**src/rtl/banyan_ingress_sched.sv**
```systemverilog
// Ingress buffering and conflict-free scheduling for a 4x4 banyan fabric.
// Four FWFT FIFOs feed a round-robin picker; the chosen words and element selects are registered.
module banyan_ingress_sched #(
   parameter int DATA_W = 8,
   parameter int DEPTH  = 4
) (
   input  logic              clk,
   input  logic              rst_n,
   input  logic [3:0]        in_valid,
   output logic [3:0]        in_ready,
   input  logic [DATA_W-1:0] in_data0,
   input  logic [DATA_W-1:0] in_data1,
   input  logic [DATA_W-1:0] in_data2,
   input  logic [DATA_W-1:0] in_data3,
   input  logic [1:0]        in_dest0,
   input  logic [1:0]        in_dest1,
   input  logic [1:0]        in_dest2,
   input  logic [1:0]        in_dest3,
   input  logic              sw_ready,
   output logic [3:0]        sel,
   output logic [DATA_W-1:0] sw_in0,
   output logic [DATA_W-1:0] sw_in1,
   output logic [DATA_W-1:0] sw_in2,
   output logic [DATA_W-1:0] sw_in3,
   output logic [3:0]        sw_valid
);

   localparam int AW = $clog2(DEPTH);
   localparam int EW = DATA_W + 2;

   logic [DATA_W-1:0] in_data_a [4];
   logic [1:0]        in_dest_a [4];

   logic [EW-1:0]     mem_q [4][DEPTH];
   logic [EW-1:0]     mem_d [4][DEPTH];
   logic [AW:0]       wr_ptr_q [4];
   logic [AW:0]       wr_ptr_d [4];
   logic [AW:0]       rd_ptr_q [4];
   logic [AW:0]       rd_ptr_d [4];

   logic [3:0]        empty;
   logic [3:0]        full;
   logic [3:0]        push;
   logic [EW-1:0]     head_word [4];
   logic [1:0]        head_dest [4];
   logic [DATA_W-1:0] head_data [4];

   logic [1:0]        ptr_q;
   logic [1:0]        ptr_d;
   logic [3:0]        grant;
   logic [1:0]        visit;
   logic [1:0]        first_port;
   logic              first_found;
   logic              ok;

   logic [3:0]        sel_n;
   logic [3:0]        sel_q;
   logic [3:0]        sel_d;
   logic [3:0]        sw_valid_q;
   logic [3:0]        sw_valid_d;
   logic [DATA_W-1:0] sw_in_q [4];
   logic [DATA_W-1:0] sw_in_d [4];

   // Two heads block each other if they leave one stage-1 element on the same side,
   // or if they want the same fabric output (same stage-2 element output).
   function automatic logic collide(input logic ea, input logic [1:0] da,
                                    input logic eb, input logic [1:0] db);
      return ((ea == eb) && (da[1] == db[1])) || (da == db);
   endfunction

   assign in_data_a[0] = in_data0;
   assign in_data_a[1] = in_data1;
   assign in_data_a[2] = in_data2;
   assign in_data_a[3] = in_data3;
   assign in_dest_a[0] = in_dest0;
   assign in_dest_a[1] = in_dest1;
   assign in_dest_a[2] = in_dest2;
   assign in_dest_a[3] = in_dest3;

   always_comb begin
      for (int p = 0; p < 4; p++) begin
         empty[p]     = (wr_ptr_q[p] == rd_ptr_q[p]);
         full[p]      = (wr_ptr_q[p][AW] != rd_ptr_q[p][AW]) &&
                        (wr_ptr_q[p][AW-1:0] == rd_ptr_q[p][AW-1:0]);
         head_word[p] = mem_q[p][rd_ptr_q[p][AW-1:0]];
         head_dest[p] = head_word[p][EW-1:DATA_W];
         head_data[p] = head_word[p][DATA_W-1:0];
      end
   end

   assign in_ready = ~full;

   // FIFO write/read pointer advance; pops are exactly this cycle's grants.
   always_comb begin
      mem_d = mem_q;
      for (int p = 0; p < 4; p++) begin
         push[p]     = in_valid[p] & ~full[p];
         wr_ptr_d[p] = wr_ptr_q[p] + {{AW{1'b0}}, push[p]};
         rd_ptr_d[p] = rd_ptr_q[p] + {{AW{1'b0}}, grant[p]};
         if (push[p]) begin
            mem_d[p][wr_ptr_q[p][AW-1:0]] = {in_dest_a[p], in_data_a[p]};
         end
      end
   end

   // Round-robin greedy pick starting at ptr_q.
   always_comb begin
      grant       = '0;
      visit       = '0;
      ok          = 1'b0;
      first_port  = '0;
      first_found = 1'b0;
      if (sw_ready) begin
         for (int i = 0; i < 4; i++) begin
            visit = ptr_q + 2'(i);
            ok    = ~empty[visit];
            for (int j = 0; j < 4; j++) begin
               if (grant[j] && collide(visit[1], head_dest[visit], 1'(j / 2), head_dest[j])) begin
                  ok = 1'b0;
               end
            end
            if (ok) begin
               grant[visit] = 1'b1;
               if (!first_found) begin
                  first_found = 1'b1;
                  first_port  = visit;
               end
            end
         end
      end
      ptr_d = first_found ? first_port + 2'd1 : ptr_q;
   end

   // Element selects: stage 1 from the lane position vs d[1]; stage 2 element 2+d[1]
   // sees words from element 0 on its upper input and from element 1 on its lower input.
   always_comb begin
      sel_n = '0;
      if (grant[0])      sel_n[0] = head_dest[0][1];
      else if (grant[1]) sel_n[0] = ~head_dest[1][1];
      if (grant[2])      sel_n[1] = head_dest[2][1];
      else if (grant[3]) sel_n[1] = ~head_dest[3][1];
      for (int k = 0; k < 2; k++) begin
         if (grant[0] && (head_dest[0][1] == 1'(k)))      sel_n[2+k] = head_dest[0][0];
         else if (grant[1] && (head_dest[1][1] == 1'(k))) sel_n[2+k] = head_dest[1][0];
         else if (grant[2] && (head_dest[2][1] == 1'(k))) sel_n[2+k] = ~head_dest[2][0];
         else if (grant[3] && (head_dest[3][1] == 1'(k))) sel_n[2+k] = ~head_dest[3][0];
      end
   end

   always_comb begin
      sel_d      = sel_q;
      sw_valid_d = sw_valid_q;
      sw_in_d    = sw_in_q;
      if (sw_ready) begin
         sel_d      = sel_n;
         sw_valid_d = grant;
         for (int p = 0; p < 4; p++) begin
            sw_in_d[p] = grant[p] ? head_data[p] : '0;
         end
      end
   end

   // Stage boundary: FIFO state, scheduler pointer and fabric output register.
   always_ff @(posedge clk or negedge rst_n) begin
      if (!rst_n) begin
         ptr_q      <= '0;
         sel_q      <= '0;
         sw_valid_q <= '0;
         for (int p = 0; p < 4; p++) begin
            wr_ptr_q[p] <= '0;
            rd_ptr_q[p] <= '0;
            sw_in_q[p]  <= '0;
         end
      end else begin
         ptr_q      <= ptr_d;
         sel_q      <= sel_d;
         sw_valid_q <= sw_valid_d;
         for (int p = 0; p < 4; p++) begin
            wr_ptr_q[p] <= wr_ptr_d[p];
            rd_ptr_q[p] <= rd_ptr_d[p];
            sw_in_q[p]  <= sw_in_d[p];
         end
      end
   end

   always_ff @(posedge clk) begin
      mem_q <= mem_d;
   end

   assign sel      = sel_q;
   assign sw_valid = sw_valid_q;
   assign sw_in0   = sw_in_q[0];
   assign sw_in1   = sw_in_q[1];
   assign sw_in2   = sw_in_q[2];
   assign sw_in3   = sw_in_q[3];

endmodule
```
**config.mk**
```make
export PLATFORM = sky130hd
export DESIGN_NAME = banyan_ingress_sched
export DESIGN_NICKNAME = d
export VERILOG_FILES = /design/src/rtl/banyan_ingress_sched.sv
export SDC_FILE = /design/constraint.sdc
export NUM_CORES = 1
export LEC_CHECK = 0
export CAP_MARGIN = 20
export CORE_MARGIN = 1.5
export CORE_UTILIZATION = 35
export DETAILED_ROUTE_END_ITERATION = 10
export PLACE_DENSITY = 0.65
export SYNTH_ARGS = -nofsm -noshare
export SYNTH_HDL_FRONTEND = slang
export SYNTH_SLANG_ARGS = --single-unit
```
**constraint.sdc**
```tcl
create_clock -name clk -period 4.9 [get_ports clk]
set_input_delay 0.98 -clock clk [delete_from_list [all_inputs] [get_ports clk]]
set_output_delay 0.98 -clock clk [all_outputs]
set_load 0.1 [all_outputs]
```
==> flow_summary.json, run 1 <==
{
  "status": "finished clean",
  "ys_ff_latch": 226,
  "min_path_type": "reg -> reg",
  "hpwl_um": 14400,
  "cp_cell_sequence": "xor2_1 -> or3_1 -> mux4_2 -> o311ai_2 -> o221ai_2 -> o31ai_2 -> a221oi_2 -> a221o_1 -> a31oi_4 -> nor2_1 -> ha_1 -> ha_1 -> xor2_1",
  "port_buffers": 90,
  "fin_nets": 821,
  "overflow": 0,
  "finalCriticalPeriod_ns": 4.32,
  "diodes": 0,
  "gp_congestion": 0.938,
  "ys_seq_area_share_pct": 63.7,
  "place_inst": 1109,
  "post_cts_buffers": 0,
  "cts_hold_repair.buffers": 0,
  "cts.sinks": 226,
  "path_max_fanout": 14,
  "cts-root-buf": "clkbuf_16",
  "numCtsBuffers": 23,
  "drive_above_1_share_pct": 16.1,
  "synth-simple-area-share_pct": 6.20,
  "setup_violations": 0,
  "worst-endpoint-arrival_ns": 4.71,
  "path_buf_inv": 0,
  "dr.pass1.iters": 7,
  "required_ns": 5.29,
  "start_util_pct": 35.4,
  "h-tree-depth": 1,
  "core_area_sq_um": 28600,
  "crit_family": "compound AO/OA/AOI/OAI gates",
  "dp_slack_ns": 0.564,
  "die_x_um": 173,
  "via_count": 5813,
  "hold_start": "wr_ptr_q[8]",
  "synth_area_leaders": "edfxtp_1, dfrtp_1, mux4_2",
  "rsz0062_at_grt": "false",
  "drt_wl_total_um": 20800,
  "yosysWarnings": 0,
  "slew_headroom_pct": 29.1,
  "syn_area_sq_um": 10100,
  "r2r_start": "rd_ptr_q[10]",
  "whs_path_depth": 1,
  "yosys.area_share.adder_pct": 2.96,
  "skew_ns": 0.0106,
  "rows": 62,
  "synth_top_family_by_area": "multiplexers",
  "hold_viol": 0,
  "grt_pass1_wl_um": 33700,
  "synthArstFlopShare_pct": 29.2,
  "synth_compound_area_share_pct": 9.04,
  "insertion_delay_ns": 0.50,
  "slew_violations": 0,
  "ys_types": 74,
  "setup.worst_path.start": "rd_ptr_q[10]",
  "die_y_um": 173,
  "fin_cells": 1150,
  "cp-start-kind": "flop",
  "worst_hold_path.endpoint": "wr_ptr_q[8]",
  "grt_max_degree": 67,
  "path_class": "reg -> reg",
  "synth_top_area_share_pct": 47.4,
  "synth.area.mux_share_pct": 11.8,
  "gr-usage-all-layers_pct": 14.2,
  "cpPeakStageDelay_ns": 0.68,
  "reg2reg_depth": 13,
  "finalWorstSetupSlack_ns": 0.576,
  "dieArea_sq_um": 30000,
  "drtIter0Drc": 397,
  "worst_pin_slew_ns": 1.06,
  "clk_pin_slew_worst_paths_ns": 0.06,
  "cts_tree": "yes",
  "ys.flop_type": "edfxtp_1",
  "synth_nets": 719,
  "cp-end-kind": "flop",
  "synth_top_area_cell": "edfxtp_1",
  "fin_crit_sh_pct": 88.3,
  "maxCapViolations": 0,
  "routedWlPerCell_um": 18.1,
  "syn_avg_cell_area_sq_um": 15.6,
  "areaGrowthSynthToFinish_pct": 20.4,
  "timing.fmax_ghz": 0.231,
  "ff2ff_setup_slack_ns": 0.58,
  "clockBufferDepth": 3,
  "setup_tns_ns": 0,
  "synth_xor_xnor_area_share_pct": 3.80,
  "synth_edf_count": 160,
  "slowest_stage": "dfrtp_1",
  "vias_per_cell": 5.05,
  "post_cts_resized": 0,
  "drc": 0,
  "netlist_instances": 648,
  "grt_pass1_vias": 6129,
  "antenna_left": 0,
  "pin_count": 91,
  "antenna_found_initial": 0,
  "r2r-end": "rd_ptr_q[5]"
}
## cells in the mapped netlist (3+ instances only)
master / number
and2_1: 7
o21ai_1: 5
o2bb2ai_1: 8
nand2b_1: 5
inv_1: 16
and3_1: 6
buf_6: 3
a22o_1: 16
o21a_1: 3
nand3_1: 11
a31oi_1: 3
inv_2: 3
nor2_1: 21
a21oi_1: 12
clkbuf_1: 9
or3_1: 7
edfxtp_1: 160
nor3_1: 17
a21o_1: 6
dfrtp_1: 66
mux4_2: 44
o21ai_0: 13
xnor2_1: 17
o22ai_1: 4
nand2_1: 33
ha_1: 24
xor2_1: 27
or2_2: 4
buf_2: 18
mux2i_1: 16
nor3b_1: 5
a221o_1: 5
## kinds of logic (layout without fill, tap and decap cells)
kind of cell               count (synthesis)  after routing
AOI/OAI and AO/OA                        111            111
xor gates and xnor gates                  44             44
adders and majority gates                 24             24
buffers and inverters                     54            172
DFF                                      226            226
muxes                                     63             63
and+or+nand+nor                          126            126
## per-stage QoR
step,area [sq um],hold slack (ns),utilization (%)
after floorplan,10100,0.458,-
after global placement,11500,0.466,40.2
after detailed placement,11500,0.472,40.2
after CTS,12200,0.485,42.6
after global routing,12200,0.500,42.6
final,12200,0.483,42.6
## final cells by class
cell class	count	area [sq um]
fillers	2563	16400
flip-flops and latches	226	6460
multi-input cells	368	3440
repair buffers	110	1050
clock buffers	33	623
well taps	384	480
inverters	21	78.8
clock inverters	8	68.8
## sequential cells by signal, summed over array words and instances (netlist names)
name,flops
rd_ptr_q,12
sw_in0,8
sw_in3,8
mem_q,160
sel,4
sw_in1,8
sw_in2,8
sw_valid,4
ptr_q,2
wr_ptr_q,12
## per-layer routing
| layer | part of all wire [%] | vias to the layer above | track usage [%] |
|---|---|---|---|
| li1 | - | 2710 | - |
| met1 | 42 | 2910 | 18.3 |
| met2 | 50 | 150 | 24.4 |
| met3 | 4.8 | 43 | 2.20 |
| met4 | 2.5 | 0 | 4.78 |
| met5 | 0 | - | 0 |
## cells in the final DEF (no fill, tap or decap), drive strengths merged, types with 18 or more instances in the layout
| cell | count |
|---|---|
| clkbuf | 33 |
| dfrtp | 66 |
| buf | 21 |
| edfxtp | 160 |
| o21ai | 18 |
| ha | 24 |
| nor2 | 21 |
| mux4 | 44 |
| xor2 | 27 |
| clkdlybuf4s50 | 89 |
| inv | 19 |
| nand2 | 34 |
## worst max-delay path by stage
stage                              to  slack (ns)  depth (start not counted)
after floorplan           rd_ptr_q[5]        0.51                         18
after global placement    rd_ptr_q[5]        0.68                         13
after detailed placement  rd_ptr_q[5]        0.56                         13
after CTS                 rd_ptr_q[5]        0.55                         13
after global routing      rd_ptr_q[5]        0.25                         13
final                     rd_ptr_q[5]        0.58                         13
Power of run 1 is not shown: default switching activity piles up to over one toggle a cycle in this logic, so the estimate is an artifact.
==> inputs of run 2 (changes only) <==
--- a/config.mk
+++ b/config.mk
@@ -9,6 +9,7 @@
 export CORE_MARGIN = 1.5
 export CORE_UTILIZATION = 35
 export DETAILED_ROUTE_END_ITERATION = 10
+export GPL_ROUTABILITY_DRIVEN = 0
 export PLACE_DENSITY = 0.65
 export SYNTH_ARGS = -nofsm -noshare
 export SYNTH_HDL_FRONTEND = slang
==> run 2 against run 1 <==
Register-to-register slack barely moved. Clock skew about the same. Clock-buffer cell count decreased by 5. Final cell count stayed put. First-iteration DRC count increased by 24%. Hold slack got worse by 0.0042 ns. Final area increased by 0.48%. Maximum frequency is 0.22% lower. Sequential cell count unchanged. Worst setup slack worse by 0.0097 ns. Utilization increased by 0.21 points. Sequential share of layout area fell by 0.25 points. Critical path type unchanged. Largest cell class unchanged.
==> flow_summary.json, run 2 (same netlist as run 1, synthesis figures left out) <==
{
  "vias_per_cell": 5.07,
  "grt_pass1_wl_um": 33700,
  "hpwl_um": 14000,
  "rsz0062_at_grt": "false",
  "cts-root-buf": "clkbuf_16",
  "multi_input_area_sq_um": 3440,
  "top_regs": "mem_q: 160 flops, rd_ptr_q: 12 flops, wr_ptr_q: 12 flops",
  "post_cts_buffers": 0,
  "min_path_type": "reg -> reg",
  "path_class": "reg -> reg",
  "overflow": 0,
  "fin_crit_sh_pct": 88.4,
  "die_x_um": 173,
  "dp_slack_ns": 0.611,
  "start_util_pct": 35.4,
  "required_ns": 5.28,
  "core_area_sq_um": 28600,
  "setup_violations": 0,
  "drt_wl_total_um": 20800,
  "post-route-util_pct": 42.8,
  "grt_max_degree": 67,
  "clockBufferDepth": 3,
  "top_register": "mem_q",
  "place_area_sq_um": 11500,
  "clk_pin_slew_worst_paths_ns": 0.06,
  "port_buffers": 90,
  "slew_violations": 0,
  "antenna_left": 0,
  "finish.instance_area_sq_um": 12300,
  "slew_headroom_pct": 29.5,
  "reg2reg_depth": 13,
  "pin_count": 91,
  "finalCriticalPeriod_ns": 4.33,
  "hold_viol": 0,
  "insertion_delay_ns": 0.50,
  "regArea_sq_um": 6460,
  "h-tree-depth": 1,
  "areaGrowthSynthToFinish_pct": 20.9,
  "r2r-end": "rd_ptr_q[8]",
  "grt_pass1_vias": 6048,
  "numCtsBuffers": 23,
  "cts.sinks": 226,
  "die_y_um": 173,
  "diodes": 0,
  "hold_start": "sw_valid[3]",
  "ff2ff_setup_slack_ns": 0.57,
  "r2r_start": "rd_ptr_q[10]",
  "antenna_found_initial": 0,
  "worst_pin_slew_ns": 1.05,
  "setup.worst_path.start": "rd_ptr_q[10]",
  "cp-end-kind": "flop",
  "status": "finished clean",
  "path_max_fanout": 12,
  "finalWorstSetupSlack_ns": 0.566,
  "cp-start-kind": "flop",
  "routedWlPerCell_um": 18.1,
  "drive_above_1_share_pct": 16.6,
  "setup_tns_ns": 0,
  "fillers": 2550,
  "cp-endpoint": "rd_ptr_q[8]",
  "rows": 62,
  "drtIter0Drc": 494,
  "dieArea_sq_um": 30000,
  "gr-usage-all-layers_pct": 14.1,
  "post_cts_resized": 0,
  "drc": 0,
  "largest_reg_flops": 160,
  "skew_ns": 0.0110,
  "fin_nets": 821,
  "timing.fmax_ghz": 0.231,
  "maxCapViolations": 0,
  "cts_tree": "yes",
  "via_count": 5828,
  "final_cell_mix": "edfxtp_1, clkdlybuf4s50_1, dfrtp_1",
  "worst-endpoint-arrival_ns": 4.72,
  "dr.pass1.iters": 4,
  "final_common_cell": "edfxtp_1",
  "cts_hold_repair.buffers": 0
}
run 2: cell types whose count changed in the layout (fill, tap and decap cells not counted), sizes merged:
| cell | previous run | this run |
|---|---|---|
| clkbuf | 33 | 28 |
| inv | 19 | 20 |
| bufinv | 1 | 3 |
| clkinv | 7 | 9 |
run 2: layer usage:
metal / up-vias / global-route usage, % / wire length, um
met5: - / 0 / 0
li1: 2721 / - / -
met3: 40 / 2.00 / 888
met2: 122 / 24.3 / 10500
met4: 0 / 3.91 / 484
met1: 2945 / 18.6 / 8950
run 2: area by class of cell:
type                    instances  area share (%)
repair buffers                110            8.56
clock buffers                  28            4.93
clock inverters                13            1.19
well taps                     384            3.92
inverters                      21           0.643
flip-flops and latches        226            52.7
multi-input cells             368            28.1
run 2: per-stage QoR:
| stage | hold WS, ns | cells |
|---|---|---|
| 2_1_floorplan | 0.458 | 648 |
| 3_3_place_gp | 0.467 | 1109 |
| 3_5_place_dp | 0.468 | 1109 |
| 4_1_cts | 0.481 | 1150 |
| 5_1_grt | 0.511 | 1150 |
| 6_report | 0.479 | 1150 |
run 2: worst min-delay path by stage:
| stage | endpoint | depth (start not counted) | slack, ns |
|---|---|---|---|
| floorplan | rd_ptr_q[11] | 1 | 0.46 |
| CTS | sw_valid[3] | 1 | 0.48 |
| finish | sw_valid[3] | 1 | 0.48 |
| global placement | sw_valid[3] | 1 | 0.47 |
| detailed placement | sw_valid[3] | 1 | 0.47 |
| global route | sw_in2[1] | 1 | 0.51 |
run 2: critical path, cell delays in order (launching register included):
cell and delay [ns]:
dfrtp_1 0.72, xor2_1 0.21, or3_1 0.41, mux4_2 0.57, o311ai_2 0.16, o221ai_2 0.20, nor2_1 0.37, a221oi_2 0.19
a221o_1 0.37, a32oi_1 0.42, inv_2 0.07, ha_1 0.19, ha_1 0.18, xor2_1 0.14
Power of run 2 is left out for the same reason.
==> inputs of run 3 (changes only) <==
--- a/config.mk
+++ b/config.mk
@@ -11,6 +11,7 @@
 export DETAILED_ROUTE_END_ITERATION = 10
 export GPL_ROUTABILITY_DRIVEN = 0
 export PLACE_DENSITY = 0.65
+export SKIP_CTS_REPAIR_TIMING = 1
 export SYNTH_ARGS = -nofsm -noshare
 export SYNTH_HDL_FRONTEND = slang
 export SYNTH_SLANG_ARGS = --single-unit
==> results of run 3 <==
No change in the layout: final DEF, timing and power equal those of run 2.
Power of run 3 is left out for the same reason.
